[config.mk]
export PLATFORM = sky130hd
export DESIGN_NAME = wb_grf
export DESIGN_NICKNAME = d
export VERILOG_FILES = /design/src/rtl/wb_grf.sv
export SDC_FILE = /design/constraint.sdc
export NUM_CORES = 2
export LEC_CHECK = 0
export BUFFER_PORTS_ARGS = -buffer_cell sky130_fd_sc_hd__buf_2
export CAP_MARGIN = 20
export CORE_MARGIN = 2
export CORE_UTILIZATION = 40
export DETAILED_ROUTE_END_ITERATION = 6
export GPL_ROUTABILITY_DRIVEN = 0
export SKIP_CTS_REPAIR_TIMING = 1
export SYNTH_ARGS = -nofsm -noshare
export SYNTH_HDL_FRONTEND = slang
export SYNTH_SLANG_ARGS = --single-unit
[constraint.sdc]
create_clock -name clk -period 2.4 [get_ports clk]
set_input_delay 0.24 -clock clk [delete_from_list [all_inputs] [get_ports clk]]
set_output_delay 0.24 -clock clk [all_outputs]
set_load 0.05 [all_outputs]
[src/rtl/wb_grf.sv]
// wb_grf: writeback stage and general register file of the five-stage pipeline.
// Selects and extends the W-stage writeback value, commits it into a 32x32
// register file, and serves two decode read ports with same-cycle bypass.
// A committed-write counter and last-write trace support debug.
//
// Ports:
//   clk, reset (async, active-low)
//   RegWriteW, WriteRegW, MemtoRegW, opcodeW, pcW, ALUoutW, DMoutW,
//   ALU_2outW, CP0_outW, PrRDW, HitDMW   - W-stage inputs from M/W register
//   A1, A2 / RD1, RD2                     - decode read ports (bypassed)
//   WD_W                                  - final writeback value
//   wb_count, wb_last_pc, wb_last_reg, wb_last_data - commit trace
module wb_grf (
  input  logic        clk,
  input  logic        reset,
  input  logic        RegWriteW,
  input  logic [4:0]  WriteRegW,
  input  logic [2:0]  MemtoRegW,
  input  logic [5:0]  opcodeW,
  input  logic [31:0] pcW,
  input  logic [31:0] ALUoutW,
  input  logic [31:0] DMoutW,
  input  logic [31:0] ALU_2outW,
  input  logic [31:0] CP0_outW,
  input  logic [31:0] PrRDW,
  input  logic        HitDMW,
  input  logic [4:0]  A1,
  input  logic [4:0]  A2,
  output logic [31:0] RD1,
  output logic [31:0] RD2,
  output logic [31:0] WD_W,
  output logic [31:0] wb_count,
  output logic [31:0] wb_last_pc,
  output logic [4:0]  wb_last_reg,
  output logic [31:0] wb_last_data
);

  logic [31:0] rf_r [32];
  logic [31:0] wb_count_r;
  logic [31:0] last_pc_r;
  logic [4:0]  last_reg_r;
  logic [31:0] last_data_r;

  logic [7:0]  byte_s;
  logic [15:0] half_s;
  logic [31:0] load_s;
  logic [31:0] wd_s;
  logic        commit_s;

  // Byte/halfword lane select; the halfword lane ignores ALUoutW[0].
  always_comb begin
    byte_s = 8'd0;
    case (ALUoutW[1:0])
      2'd0:    byte_s = DMoutW[7:0];
      2'd1:    byte_s = DMoutW[15:8];
      2'd2:    byte_s = DMoutW[23:16];
      2'd3:    byte_s = DMoutW[31:24];
      default: byte_s = 8'd0;
    endcase
    if (ALUoutW[1]) begin
      half_s = DMoutW[31:16];
    end else begin
      half_s = DMoutW[15:0];
    end
  end

  // Load extension by opcode; bridge reads bypass extension entirely.
  always_comb begin
    load_s = DMoutW;
    if (HitDMW) begin
      case (opcodeW)
        6'h23:   load_s = DMoutW;
        6'h20:   load_s = {{24{byte_s[7]}}, byte_s};
        6'h24:   load_s = {24'd0, byte_s};
        6'h21:   load_s = {{16{half_s[15]}}, half_s};
        6'h25:   load_s = {16'd0, half_s};
        default: load_s = DMoutW;
      endcase
    end else begin
      load_s = PrRDW;
    end
  end

  // Writeback source mux.
  always_comb begin
    wd_s = 32'd0;
    case (MemtoRegW)
      3'd0:    wd_s = ALUoutW;
      3'd1:    wd_s = load_s;
      3'd2:    wd_s = pcW + 32'd8;
      3'd3:    wd_s = ALU_2outW;
      3'd4:    wd_s = CP0_outW;
      default: wd_s = 32'd0;
    endcase
  end

  assign commit_s = RegWriteW & (WriteRegW != 5'd0);
  assign WD_W     = wd_s;

  // Read port 1 with same-cycle bypass; stays live during reset.
  always_comb begin
    RD1 = 32'd0;
    if (A1 == 5'd0) begin
      RD1 = 32'd0;
    end else if (commit_s && (A1 == WriteRegW)) begin
      RD1 = wd_s;
    end else begin
      RD1 = rf_r[A1];
    end
  end

  // Read port 2 with same-cycle bypass; stays live during reset.
  always_comb begin
    RD2 = 32'd0;
    if (A2 == 5'd0) begin
      RD2 = 32'd0;
    end else if (commit_s && (A2 == WriteRegW)) begin
      RD2 = wd_s;
    end else begin
      RD2 = rf_r[A2];
    end
  end

  // Register file and trace state; $0 is never written so it stays 0.
  always_ff @(posedge clk or negedge reset) begin
    if (!reset) begin
      for (int i = 0; i < 32; i++) begin
        rf_r[i] <= 32'd0;
      end
      wb_count_r  <= 32'd0;
      last_pc_r   <= 32'd0;
      last_reg_r  <= 5'd0;
      last_data_r <= 32'd0;
    end else if (commit_s) begin
      rf_r[WriteRegW] <= wd_s;
      wb_count_r      <= wb_count_r + 32'd1;
      last_pc_r       <= pcW;
      last_reg_r      <= WriteRegW;
      last_data_r     <= wd_s;
    end
  end

  assign wb_count     = wb_count_r;
  assign wb_last_pc   = last_pc_r;
  assign wb_last_reg  = last_reg_r;
  assign wb_last_data = last_data_r;

endmodule

==> flow_summary.toml <==
[floorplanning]
io_pins = 417
core-area_um2 = 147800
rows = 141
fp.dieArea_um2 = 152000
die_x_um = 389.8
start_util_pct = 40.28
die_y_um = 389.8

[timing]
setup_ws_ns = -0.7332
clock_skew_ns = 0.005171
min_period_over_period_pct = 130.6
rsz0062_at_grt = "true"
maxSlewHeadroom_pct = 29.25
setup_viol = 90
fin_hold_ws_ns = -0.02377
hold_viol_final = 4
max_freq_mhz = 319.2
tightest_slew_ns = 1.061
period_needed_ns = 3.133
final_max_slew_viol_count = 0

[synthesis]
yosysSeqAreaShare_pct = 47.28
ys_async_sr_fraction_pct = 100.0
syn_inst = 5392
netlist_area_um2 = 59550
ys.flop_type = "dfrtp_1"
ys_warn_count = 0
synth.distinct_cells = 65
syn-num-nets = 5614
yosysTopAreaCell = "dfrtp_1"
synth-seq-cells = 1125
yosysTopAreaCellShare_pct = 47.28
synth_area_leaders = "dfrtp_1 47%, mux4_2 21%, a21oi_1 4.5%"
avgSynthCellArea_um2 = 11.04
synth_edf_count = 0

[clock_network]
cts_sinks = 1125
numCtsBuffers = 119
cts_tree = "yes"
clock_latency_ns = 0.76
cts-root-buf = "clkbuf_16"
clk_pin_slew_worst_paths_ns = 0.06
h-tree-depth = 3
cts_buffer_depth = 3

[critical_path]
r2r_setup_slack_ns = 0.56
slowest_stage = "mux4_2"
arrival_ns = 2.89
r2r-start = "wb_count[10]"
start_kind = "flip-flop"
crit_fanout = 3
r2r-end = "wb_count[27]"
crit_required_ns = 2.16
criticalPathCategory = "flip-flop to primary output"
crit_path_max_incr_delay_ns = 0.53
reg2regPathDepth = 6
endpoint = "RD1[18]"
end_kind = "primary output"
worstPathCellList = "mux4_2 > mux4_2 > a211oi_4 > a211oi_4 > buf_12"
startpoint = "rf_r[18]"

[flow_run]
maxCapViolations = 0

[layout]
layout_common_cells = "1125 x dfrtp_1, 665 x nand2_1, 555 x mux4_2, 552 x nor2_1, 539 x buf_4"
area_growth_pct = 31.25
final_common_cell = "dfrtp_1"
largest_register_ffs = 1024
layout-drive-gt1-share_pct = 37.07
fin_cells = 8198
largest-register = "rf_r"
nFillCells = 12560
finish.net_count = 6381
stdcell_area_um2 = 78160

[pwr]
power.density_nw_per_um2 = 807.4
irDropWorstVdd_uv = 660.6
p_leak_nw = 33.59
power_w = 0.06311

[drt]
firstDrtPassIters = 6
routed_via_density = 6.016
drt-total-wl_um = 226600
avgRoutedWirePerCell_um = 27.64
ant_nets = 0
drt_iter0_drc = 5661
drc = 0
via_count = 49320

[worst_hold_path]
worstHoldStart = "RegWriteW"
hold_class = "primary input to flip-flop"

[grt]
grt_antenna_before_repair = 9
grt_max_degree = 123
gr-usage-all-layers_pct = 29.31
grt_pass1_vias = 48030
grt-ovfl-total = 0
grt_pass1_wl_um = 328000

[placement]
pre_cts_ws_ns = -0.5435
dpl-instance-area_um2 = 71090
dpl.cell_count = 7849
io_buffers = 416
hpwl_um = 155700

[outcome]
violations = "negative hold slack, negative setup slack"
status = "complete, but fails checks"
[kinds of logic (layout without fill, tap and decap cells)]
group                      Yosys count  after routing  share of synthesized area (%)
AOI/OAI and AO/OA                 1367           1367                          12.98
xor gates and xnor gates            68             68                          1.000
adders and majority gates            2              2                        0.04202
buffers and inverters              611           1480                          4.469
DFF                               1125           1125                          47.28
muxes                              733            733                          24.00
other                                0              7                              0
and+or+nand+nor                   1486           1486                          10.24
[report_power, final]
group	internal, W	switching (W)	total, W
combinational	0.00894	0.00927	0.0182
clock	0.0115	0.00816	0.0196
sequential	0.0225	0.00273	0.0253
total	0.0429	0.0202	0.0631
[worst max-delay path: cells and delay by family (launching register included)]
family	cells	cell delay, ns
DFF	1	0.41
AOI/OAI and AO/OA	2	0.53
buffers and inverters	1	0.18
muxes	2	1.01
[cell type report]
type | instances | area (um2) | area share (%)
clock buffer | 169 | 3438 | 4.399
antenna | 7 | 17.52 | 0.02241
sequential | 1125 | 28150 | 36.02
inverter | 47 | 234.0 | 0.2994
tap | 1930 | 2415 | 3.090
multi-input combinational | 3656 | 31390 | 40.16
timing repair buffer | 1210 | 11810 | 15.11
clock inverter | 54 | 703.2 | 0.8997
[Yosys cell counts (29+ instances only)]
master	n
dfrtp_1	1125
nand2_1	700
nor2_1	577
mux4_2	555
a21oi_1	532
o21ai_0	526
clkbuf_1	337
buf_2	170
mux2i_1	170
o22ai_1	88
a211oi_1	83
nor3_1	51
inv_1	46
xnor2_1	43
a22oi_1	37
nor2b_1	29
[how the worst min path moves through the flow]
stage / cells after the start / to / slack (ns)
after floorplan: 0 / rf_r[0] / -0.06
after global placement: 1 / rf_r[429] / 0.19
after detailed placement: 1 / rf_r[429] / 0.19
after CTS: 1 / rf_r[429] / -0.62
after global routing: 4 / rf_r[452] / 0.005
final: 4 / wb_last_reg[1] / -0.02
[through the flow]
step	util, %	TNS, ns
finish	52.87	-36.75
global route	52.86	-41.43
CTS	50.89	-46.63
detailed placement	48.08	-142.33
global placement	48.08	-124.85
floorplan	-	-1.340
[metal layers]
metal  global-route usage (%)  up-vias  part of all wire [%]
li1                         -    21140                     -
met1                    41.04    25270                    41
met2                    44.65     2385                    45
met3                    5.831      518                   9.2
met4                    12.42        2                   5.2
met5                        0        -                0.0053
No activity file was read; power rests on OpenSTA's default activity.
